[config.mk]
export PLATFORM = sky130hd
export DESIGN_NAME = sdu_uart_rx_fifo
export DESIGN_NICKNAME = d
export VERILOG_FILES = /design/src/rtl/sdu_pkg.sv /design/src/rtl/sdu_sync_fifo.sv /design/src/rtl/sdu_uart_rx_fifo.sv
export SDC_FILE = /design/constraint.sdc
export NUM_CORES = 1
export LEC_CHECK = 0
export ABC_AREA = 1
export BUFFER_PORTS_ARGS = -buffer_cell sky130_fd_sc_hd__buf_2
export CAP_MARGIN = 20
export CORE_UTILIZATION = 55
export CTS_CLUSTER_DIAMETER = 100
export DETAILED_ROUTE_END_ITERATION = 12
export MAX_ROUTING_LAYER = met4
export PLACE_DENSITY = 0.71
export SETUP_SLACK_MARGIN = 0.02
export SYNTH_ARGS = -nofsm -noshare
export SYNTH_HDL_FRONTEND = slang
export SYNTH_SLANG_ARGS = --single-unit
[constraint.sdc]
create_clock -name clk -period 6.67 [get_ports clk]
set_input_delay 0.3335 -clock clk [delete_from_list [all_inputs] [get_ports clk]]
set_output_delay 0.3335 -clock clk [all_outputs]
set_load 0.02 [all_outputs]
[src/rtl/sdu_pkg.sv]
// Shared types and constants for the serial debug unit.
// Latency: n/a (package only).
// Backpressure: n/a (package only).
package sdu_pkg;

   // Receiver frame states
   typedef enum logic [2:0] {
      ST_IDLE  = 3'd0,
      ST_START = 3'd1,
      ST_DATA  = 3'd2,
      ST_PAR   = 3'd3,
      ST_STOP  = 3'd4,
      ST_BRK   = 3'd5
   } state_e;

   // Parity modes
   localparam int PAR_NONE = 0;
   localparam int PAR_EVEN = 1;
   localparam int PAR_ODD  = 2;

   // $clog2 that never returns 0, so it can size a vector for any n >= 0
   function automatic int clog2_safe(input int n);
      return (n <= 2) ? 1 : $clog2(n);
   endfunction

endpackage

[src/rtl/sdu_sync_fifo.sv]
// Show-ahead synchronous FIFO; head word is registered and held while empty.
// Latency: a word pushed into an empty FIFO is visible on dout/!empty one clk after the push edge.
// Backpressure: push is dropped when full unless a pop occurs in the same cycle; pop on empty is ignored.
// Ports: clk, rstn (async active-low), push/din (write), pop (read),
//        dout (head), empty, full, level (occupancy, one extra bit for full).
module sdu_sync_fifo
   import sdu_pkg::*;
#(
   parameter int WIDTH = 8,
   parameter int DEPTH = 16
) (
   input  logic                    clk,
   input  logic                    rstn,
   input  logic                    push,
   input  logic [WIDTH-1:0]        din,
   input  logic                    pop,
   output logic [WIDTH-1:0]        dout,
   output logic                    empty,
   output logic                    full,
   output logic [$clog2(DEPTH):0]  level
);

   localparam int AW = $clog2(DEPTH);

   logic [WIDTH-1:0] mem [DEPTH];
   logic [AW:0]      wr_cnt_q, rd_cnt_q;
   logic [AW:0]      rd_cnt_d, level_d;
   logic [WIDTH-1:0] dout_q, head_d;
   logic             push_acc, pop_acc;

   assign level    = wr_cnt_q - rd_cnt_q;
   assign empty    = (level == '0);
   assign full     = (level == (AW+1)'(DEPTH));
   assign pop_acc  = pop && !empty;
   // a pop in the same cycle frees the slot the push needs
   assign push_acc = push && (!full || pop_acc);
   assign rd_cnt_d = rd_cnt_q + {{AW{1'b0}}, pop_acc};
   assign level_d  = level + {{AW{1'b0}}, push_acc} - {{AW{1'b0}}, pop_acc};
   assign dout     = dout_q;

   // Next head word: if the new head is the slot being written this cycle,
   // take it straight from din; if the FIFO goes empty, keep the old word.
   always_comb begin
      head_d = dout_q;
      if (level_d != '0) begin
         if (rd_cnt_d == wr_cnt_q) head_d = din;
         else                      head_d = mem[rd_cnt_d[AW-1:0]];
      end
   end

   always_ff @(posedge clk) begin
      if (push_acc) mem[wr_cnt_q[AW-1:0]] <= din;
   end

   always_ff @(posedge clk or negedge rstn) begin
      if (!rstn) begin
         wr_cnt_q <= '0;
         rd_cnt_q <= '0;
         dout_q   <= '0;
      end else begin
         wr_cnt_q <= wr_cnt_q + {{AW{1'b0}}, push_acc};
         rd_cnt_q <= rd_cnt_d;
         dout_q   <= head_d;
      end
   end

endmodule

[src/rtl/sdu_uart_rx_fifo.sv]
// UART receiver (OVS oversampling, 3-sample majority, optional parity, 1/2 stop bits) with RX FIFO.
// Latency: word on d_rx/vld_rx 2 clks after the last stop-bit voting sample; err_frame/err_parity 1 clk after it, err_ovf 2.
// Backpressure: vld_rx/rdy_rx pop; a good frame arriving with the FIFO full and no same-cycle pop is dropped with err_ovf.
// Ports: clk, rstn (async active-low), rxd (async serial in, idle high),
//        d_rx/vld_rx/rdy_rx (show-ahead FIFO head), level (occupancy),
//        busy (frame in progress), err_frame/err_parity/err_ovf (1-clk pulses).
module sdu_uart_rx_fifo
   import sdu_pkg::*;
#(
   parameter int CLK_HZ     = 100_000_000,
   parameter int BAUD       = 9600,
   parameter int OVS        = 16,
   parameter int DATA_BITS  = 8,
   parameter int PARITY     = 0,
   parameter int STOP_BITS  = 1,
   parameter int FIFO_DEPTH = 16
) (
   input  logic                         clk,
   input  logic                         rstn,
   input  logic                         rxd,
   output logic [DATA_BITS-1:0]         d_rx,
   output logic                         vld_rx,
   input  logic                         rdy_rx,
   output logic [$clog2(FIFO_DEPTH):0]  level,
   output logic                         busy,
   output logic                         err_frame,
   output logic                         err_parity,
   output logic                         err_ovf
);

   localparam int DIV = CLK_HZ / (BAUD * OVS);
   localparam int DW  = clog2_safe(DIV);
   localparam int SW  = clog2_safe(OVS);

   if (DIV < 1) begin : g_div_chk
      $error("sdu_uart_rx_fifo: CLK_HZ/(BAUD*OVS) must be >= 1");
   end
   if ((OVS < 8) || (OVS % 2 != 0)) begin : g_ovs_chk
      $error("sdu_uart_rx_fifo: OVS must be even and >= 8");
   end
   if ((DATA_BITS < 5) || (DATA_BITS > 9)) begin : g_db_chk
      $error("sdu_uart_rx_fifo: DATA_BITS must be 5..9");
   end
   if ((PARITY != PAR_NONE) && (PARITY != PAR_EVEN) && (PARITY != PAR_ODD)) begin : g_par_chk
      $error("sdu_uart_rx_fifo: PARITY must be 0, 1 or 2");
   end
   if ((STOP_BITS < 1) || (STOP_BITS > 2)) begin : g_sb_chk
      $error("sdu_uart_rx_fifo: STOP_BITS must be 1 or 2");
   end

   // ---------------- synchroniser and line-arming ----------------
   logic [1:0] sync_q;
   logic       rxd_s;
   logic [1:0] settle_q;
   logic       armed_q;

   assign rxd_s = sync_q[1];

   // The synchroniser resets to 1, which is not proof of an idle line; only
   // once it has flushed and shows a real high does a falling edge count.
   always_ff @(posedge clk or negedge rstn) begin
      if (!rstn) begin
         sync_q   <= 2'b11;
         settle_q <= 2'd0;
         armed_q  <= 1'b0;
      end else begin
         sync_q <= {sync_q[0], rxd};
         if (settle_q != 2'd3) settle_q <= settle_q + 2'd1;
         if ((settle_q == 2'd3) && rxd_s) armed_q <= 1'b1;
      end
   end

   // ---------------- free-running oversample tick ----------------
   logic [DW-1:0] div_q;
   logic          tick;

   assign tick = (div_q == DW'(DIV - 1));

   always_ff @(posedge clk or negedge rstn) begin
      if (!rstn)     div_q <= '0;
      else if (tick) div_q <= '0;
      else           div_q <= div_q + 1'b1;
   end

   // ---------------- frame FSM ----------------
   state_e               state_q;
   logic [SW-1:0]        sub_q;
   logic [3:0]           cnt_q;
   logic [DATA_BITS-1:0] shr_q;
   logic                 samp_a_q, samp_b_q;
   logic                 par_bad_q;
   logic                 busy_q, err_frame_q, err_parity_q, push_req_q;
   logic                 mid, vote, par_x;

   // third voting sample is taken live at OVS/2+1; the other two are stored
   assign mid   = tick && (sub_q == SW'(OVS/2 + 1));
   assign vote  = (samp_a_q & samp_b_q) | (samp_a_q & rxd_s) | (samp_b_q & rxd_s);
   assign par_x = ^{shr_q, vote};

   always_ff @(posedge clk or negedge rstn) begin
      if (!rstn) begin
         state_q      <= ST_IDLE;
         sub_q        <= '0;
         cnt_q        <= '0;
         shr_q        <= '0;
         samp_a_q     <= 1'b1;
         samp_b_q     <= 1'b1;
         par_bad_q    <= 1'b0;
         busy_q       <= 1'b0;
         err_frame_q  <= 1'b0;
         err_parity_q <= 1'b0;
         push_req_q   <= 1'b0;
      end else begin
         err_frame_q  <= 1'b0;
         err_parity_q <= 1'b0;
         push_req_q   <= 1'b0;

         if (tick && (state_q != ST_IDLE)) begin
            sub_q <= (sub_q == SW'(OVS - 1)) ? '0 : sub_q + 1'b1;
            if (sub_q == SW'(OVS/2 - 1)) samp_a_q <= rxd_s;
            if (sub_q == SW'(OVS/2))     samp_b_q <= rxd_s;
         end

         case (state_q)
            ST_IDLE: begin
               if (tick && !rxd_s && armed_q) begin
                  state_q   <= ST_START;
                  sub_q     <= '0;
                  busy_q    <= 1'b1;
                  par_bad_q <= 1'b0;
               end
            end
            ST_START: begin
               if (mid) begin
                  if (!vote) begin
                     state_q <= ST_DATA;
                     cnt_q   <= '0;
                  end else begin
                     state_q <= ST_IDLE;   // glitch, silently dropped
                     busy_q  <= 1'b0;
                  end
               end
            end
            ST_DATA: begin
               if (mid) begin
                  shr_q <= {vote, shr_q[DATA_BITS-1:1]};   // LSB arrives first
                  if (cnt_q == 4'(DATA_BITS - 1)) begin
                     cnt_q   <= '0;
                     state_q <= (PARITY != PAR_NONE) ? ST_PAR : ST_STOP;
                  end else begin
                     cnt_q <= cnt_q + 4'd1;
                  end
               end
            end
            ST_PAR: begin
               if (mid) begin
                  par_bad_q <= (PARITY == PAR_ODD) ? ~par_x : par_x;
                  state_q   <= ST_STOP;
               end
            end
            ST_STOP: begin
               if (mid) begin
                  if (!vote) begin
                     err_frame_q <= 1'b1;
                     state_q     <= ST_BRK;
                  end else if (cnt_q == 4'(STOP_BITS - 1)) begin
                     state_q <= ST_IDLE;
                     busy_q  <= 1'b0;
                     if (par_bad_q) err_parity_q <= 1'b1;
                     else           push_req_q   <= 1'b1;
                  end else begin
                     cnt_q <= cnt_q + 4'd1;
                  end
               end
            end
            ST_BRK: begin
               if (tick && rxd_s) begin
                  state_q <= ST_IDLE;
                  busy_q  <= 1'b0;
               end
            end
            default: begin
               state_q <= ST_IDLE;
               busy_q  <= 1'b0;
            end
         endcase
      end
   end

   // ---------------- FIFO and overflow ----------------
   logic fifo_empty, fifo_full, err_ovf_q;

   // Overflow is judged in the push cycle itself, so a pop in that very
   // cycle still makes room for the word.
   always_ff @(posedge clk or negedge rstn) begin
      if (!rstn) err_ovf_q <= 1'b0;
      else       err_ovf_q <= push_req_q && fifo_full && !(rdy_rx && vld_rx);
   end

   sdu_sync_fifo #(
      .WIDTH (DATA_BITS),
      .DEPTH (FIFO_DEPTH)
   ) u_fifo (
      .clk   (clk),
      .rstn  (rstn),
      .push  (push_req_q),
      .din   (shr_q),
      .pop   (rdy_rx),
      .dout  (d_rx),
      .empty (fifo_empty),
      .full  (fifo_full),
      .level (level)
   );

   assign vld_rx     = !fifo_empty;
   assign busy       = busy_q;
   assign err_frame  = err_frame_q;
   assign err_parity = err_parity_q;
   assign err_ovf    = err_ovf_q;

endmodule
# == After elaboration in Yosys (flattened, before gate mapping) ==
# Memories as Yosys holds them, arrays and structs flattened.
# Index checks and enable logic that the tools add are counted.
# totals
reg_bits,60
mem_bits_rw,128
out_inout_bits,18
mem_count,1
# mem_list
memory,words,word_bits,read_ports,rd_ports_with_merged_regs,wr,line,rtl
u_fifo.mem,16,8,1,0,1,sdu_sync_fifo.sv:25,logic [WIDTH-1:0] mem [DEPTH];
# op_classes
addsub,9
n_eq_ne,28
muxes,51
bitwise_logic,6
reduce_logical,31
# op_table
operator,count
$mux W4,11
$mux W3,9
$ne A2 B2 Y1 const B,13
$mux W1,24
$pmux W3 S6,1
$reduce_and A8 Y1,2
$add A5 B1 Y5,3
$eq A4 B4 Y1 const B,3
$pmux W4 S3,1
$add A10 B1 Y10 const B,1
$eq A10 B10 Y1 const B,1
$logic_and A1 B1 Y1,10
$mux W10,1
$reduce_xor A9 Y1,1
$add A4 B1 Y4 const B,2
$eq A4 B3 Y1 const B,2
$mux W8,1
$reduce_and A7 Y1,1
$eq A3 B2 Y1 const B,2
$eq A3 B3 Y1 const B,2
$reduce_and A2 Y1,3
$reduce_bool A3 Y1,2
$eq A5 B5 Y1,1
$eq A5 B5 Y1 const B,1
other kinds (21),27

# == Logic depth before layout (Yosys ltp) ==
# logic_depth
word_depth,9
depth_mapped,26
ltp_nobuf,25

# == Hierarchy ==
# From an unflattened synthesis, not the netlist that was laid out.
# hier_totals
cells_unflattened,1039
hier_area_um2,9664.3
# by_module_without_submodules
mod,n_inst,cells_per_inst,area_each_um2,seq_area_each_um2
sdu_sync_fifo,1,739,7105.6,4294.1
sdu_uart_rx_fifo,1,300,2558.7,1056.0

# == Least setup slack after synthesis ==
# OpenSTA, ideal clock, no wires.
# synth_timing
path_kind,flip-flop to flip-flop
start,register u_fifo.wr_cnt_q[0]
end,register u_fifo.dout_q[0] (netlist: u_fifo.dout[0])
t_arrival_ps,3798
path_slack_ps,2755
path_stages_with_launch,25
n_path_buf,0
synth_period_minus_slack_ps,3915
path_cell_list,dfrtp_1 > inv_1 > ha_1 > inv_1 > fa_1 > xor2_1 > inv_1 > ha_1 > nand3_1 > or2_2 > nand2_1 > inv_1 > ha_1 > inv_1 > ha_1 > fa_1 > nand3_1 > nand3_1 > nand3b_1 > nand2_1 > nand2_1 > nand2_2 > nand2_2 > nand2_1 > nand2_1
# synth_between
elab_chain_cells,9
# synth_rtl
element,line,rtl
start: declaration,sdu_sync_fifo.sv:26,"logic [AW:0] wr_cnt_q, rd_cnt_q;"
start signal: assignment,sdu_sync_fifo.sv:61,"wr_cnt_q <= wr_cnt_q + {{AW{1'b0}}, push_acc};"
$sub A5 B5 Y5 (*),sdu_sync_fifo.sv:31,assign level = wr_cnt_q - rd_cnt_q;
named net level[2],sdu_uart_rx_fifo.sv:24,"output logic [$clog2(FIFO_DEPTH):0] level,"
$logic_not A5 Y1 (*),sdu_sync_fifo.sv:32,assign empty = (level == '0);
$logic_not A1 Y1 (*),-,
named net vld_rx,sdu_uart_rx_fifo.sv:22,"output logic vld_rx,"
$logic_and A1 B1 Y1 (*),sdu_sync_fifo.sv:34,assign pop_acc = pop && !empty;
$logic_or A1 B1 Y1,sdu_sync_fifo.sv:36,assign push_acc = push && (!full || pop_acc);
$logic_and A1 B1 Y1,sdu_sync_fifo.sv:36,
$add A5 B1 Y5,sdu_sync_fifo.sv:38,"assign level_d = level + {{AW{1'b0}}, push_acc} - {{AW{1'b0}}, pop_acc};"
$sub A5 B1 Y5,sdu_sync_fifo.sv:38,
$reduce_bool A5 Y1,sdu_sync_fifo.sv:45,if (level_d != '0) begin
end signal: assignment,sdu_sync_fifo.sv:59,dout_q <= '0;
end signal: assignment,sdu_sync_fifo.sv:63,dout_q <= head_d;
end: declaration,sdu_sync_fifo.sv:28,"logic [WIDTH-1:0] dout_q, head_d;"
# Mark *: on every way through the listed nets, which the timed path passes. The rest lies on a longest branch.
# A chain may end at the register's enable or synchronous reset.

# == Worst setup path after layout ==
# layout_timing
start,register u_fifo.wr_cnt_q[0]
end,register u_fifo.dout_q[5] (netlist: u_fifo.dout[5])
# layout_lines
element,line,rtl
$sub A5 B5 Y5 (*),sdu_sync_fifo.sv:31,
$logic_not A5 Y1 (*),sdu_sync_fifo.sv:32,
$logic_not A1 Y1 (*),sdu_sync_fifo.sv:34,
$logic_and A1 B1 Y1 (*),sdu_sync_fifo.sv:34,
$add A5 B1 Y5 (*),sdu_sync_fifo.sv:37,"assign rd_cnt_d = rd_cnt_q + {{AW{1'b0}}, pop_acc};"
named net u_fifo.rd_cnt_d[0],sdu_sync_fifo.sv:27,"logic [AW:0] rd_cnt_d, level_d;"
$mem_v2 Z16 W8 or $eq A5 B5 Y1 (tied branches),-,
$mux W8 (*),sdu_sync_fifo.sv:46,if (rd_cnt_d == wr_cnt_q) head_d = din;
# Marks and branches as above.

==> results.toml <==
[synthesis]
yosysWarningCount = 0
syn_inst = 1008
synth_nets = 1036
ys_ff_latch = 188
synth_top_cell_area_share = 0.409
ys.flop_type = "edfxtp_1"
yosys.area.top_type = "edfxtp_1"
postSynthAreaPerCell_um2 = 9.32
synthArstFlopShare = 0.319
synth_edf_count = 128
syn_area_um2 = 9390
synthDistinctLibCells = 41
ys_seq_area_frac = 0.570
ys_top_cells_by_area = "edfxtp_1 (41%), dfrtp_1 (15%), nand2_1 (11%), nand3_1 (7.1%), inv_1 (5.6%)"

[finish]
regArea_um2 = 5350
multi_input_area_um2 = 3300
final_common_cell = "nand2_1"
nets = 1054
area_growth_syn_to_layout_pct = 9.50
final_cell_mix = "nand2_1 (281), inv_1 (139), nand3_1 (134)"
nFillCells = 1377
stdcell_area_um2 = 10300
n_antenna_cell = 0
utilization = 0.618
layout-drive-gt1-share = 0.124

[power_and_ir_drop]
sequentialPowerShare = 0.317
power_mw = 4.15
clkPwrFrac = 0.253
p_sw_frac = 0.409
pwr-share-comb = 0.429
p_switching_mw = 1.70
power_density_nw_per_um2 = 404
peakVddDrop_uv = 483
internal_power_mw = 2.46
p_leak_nw = 4.74

[place]
port_buffers = 21
dpl.hpwl_um = 12700
dpl-instance-area_um2 = 9640
place_congestion = 0.877

[routing]
vias_per_cell = 5.19
drt_iter0_drc = 674
wirelength_um = 19500
antenna_left = 0
route.detailed.drc = 0
dr.pass1.iters = 8
via_count = 6536
wire_per_inst_um = 15.5

[die]
start_util = 0.564
die_h_um = 133
ioPinCount = 22
core_area_um2 = 16600
placementRows = 47
die_w_um = 133
dieArea_um2 = 17600

[sta]
finalHoldViolations = 0
fin_crit_ns = 4.52
slew_headroom = 0.373
max_freq_mhz = 221
rsz0062_at_grt = "false"
finalSetupViolCount = 0
fin_crit_sh = 0.678
worst_slew_pin_slew_ns = 0.937
setup_tns_ns = 0
skew_ns = 0.0103
drv_slew = 0
hold_slack_ns = 0.0499

[worst_setup_path]
crit_required_ns = 7.00
endpoint_kind = "register"
path_max_fanout = 50
arrival_ns = 4.85
start_kind = "register"
worstSetupPathType = "reg2reg"

[global_routing]
grt_max_degree = 61
antenna_found_initial = 0
track_usage = 0.247
grt_pass1_vias = 6232
grt_pass1_wl_um = 32100
globalRouteOverflowTotal = 0

[clock_tree]
htree_num_levels = 4
cts_tree = "yes"
clockRootBuffer = "clkbuf_16"
post_cts_resized = 0
cts.sinks = 188
clockBufferDepth = 2
cts_buffers = 17
cts.clk_slew.worst_paths_ns = 0.07
clk_latency_ns = 0.44

[worst_hold_path]
hold_path.class = "in2async"

[status]
status = "finished clean"

[run]
drv_cap = 0
critical path: stages (launching register included):
cell	delay [ns]
dfrtp_1	0.43
inv_1	0.13
ha_1	0.16
inv_1	0.06
fa_1	0.39
xor2_1	0.20
inv_1	0.10
ha_1	0.15
nand3_1	0.09
or2_2	0.32
nand2_1	0.06
inv_1	0.05
ha_2	0.94
buf_4	0.51
nand2_1	0.10
nand3_1	0.09
nand3_1	0.12
nand3_1	0.12
nand2_1	0.06
nand2_1	0.08
nand2_1	0.06
nand2_1	0.11
nand2_1	0.06
state kept, by name, summed over array words and instances, names as in the netlist:
| signal | flops |
|---|---|
| par_bad_q | 1 |
| err_frame | 1 |
| u_fifo.dout | 8 |
| sync_q | 2 |
| u_fifo.rd_cnt_q | 5 |
| err_ovf | 1 |
| state_q | 3 |
| armed_q | 1 |
| err_parity | 1 |
| push_req_q | 1 |
| samp_a_q | 1 |
| shr_q | 8 |
| cnt_q | 4 |
| settle_q | 2 |
| div_q | 10 |
| u_fifo.mem | 128 |
| busy | 1 |
| sub_q | 4 |
| samp_b_q | 1 |
| u_fifo.wr_cnt_q | 5 |
final timing paths:
check                                     end  cells after the start          startpoint  slack [ns]
min reg2reg                         sync_q[1]                      0           sync_q[0]        0.36
max                            u_fifo.dout[5]                     22  u_fifo.wr_cnt_q[0]        2.15
max reg2reg                    u_fifo.dout[5]                     22  u_fifo.wr_cnt_q[0]        2.15
max in group asynchronous            div_q[8]                      2                rstn        6.10
min in group clk                      err_ovf                      4              rdy_rx        0.19
min                        u_fifo.wr_cnt_q[4]                      2                rstn        0.05
cell families (layout without fill, tap and decap cells):
logic type | after synthesis | in the layout | synth area share
DFF | 188 | 188 | 0.570
adders and majority gates | 24 | 24 | 0.0336
xor gates and xnor gates | 21 | 21 | 0.0216
AOI/OAI and AO/OA | 25 | 25 | 0.0145
muxes | 7 | 7 | 0.00839
and+or+nand+nor | 561 | 561 | 0.273
buffers and inverters | 182 | 213 | 0.0791
stage by stage:
stage / cells / setup WS, ns
6_report: 1259 / 2.15
2_1_floorplan: 1008 / 2.75
5_1_grt: 1259 / 1.79
3_3_place_gp: 1225 / 2.17
3_5_place_dp: 1225 / 2.09
4_1_cts: 1258 / 2.09
what timing repair did:
action                    CTS  global route
hold buffers                1             0
hold endpoints to repair    1             0
setup buffers               0             0
per-layer routing:
layer	GRT usage	wire length, um
met5	-	0
met4	0.0849	471
met3	0.0475	1140
met2	0.373	8820
met1	0.336	9020
cell usage after synthesis (3+ instances only):
library cell / instances
buf_2: 16
dfrtp_1: 56
nand3b_1: 3
o21ai_0: 7
buf_4: 8
mux2_2: 7
xnor2_1: 9
a21oi_1: 6
nand4_1: 3
nand3_1: 134
xor2_1: 11
o21ai_1: 9
nand2_2: 12
edfxtp_1: 128
nor3_1: 7
nor2_1: 89
or2_2: 3
ha_1: 22
inv_2: 15
nand2_4: 6
inv_1: 139
nand2_1: 281
dfstp_2: 4
nor2_2: 3
nor2_4: 7
cell type report:
class	count	area share
sequential	188	0.520
multi-input combinational	638	0.321
inverter	155	0.0568
clock buffer	22	0.0479
tap	220	0.0268
timing repair buffer	26	0.0153
clock inverter	10	0.0117
power groups by stage:
stage / Clock, mW / Sequential [mW] / Combinational [mW]
4_1_cts: 1.06 / 1.32 / 1.75
6_report: 1.05 / 1.32 / 1.78
2_1_floorplan: 0 / 1.36 / 1.33
3_3_place_gp: 0 / 1.34 / 1.73
5_1_grt: 1.11 / 1.32 / 1.99
3_5_place_dp: 0 / 1.34 / 1.75
(Power assumes the default switching activity.)
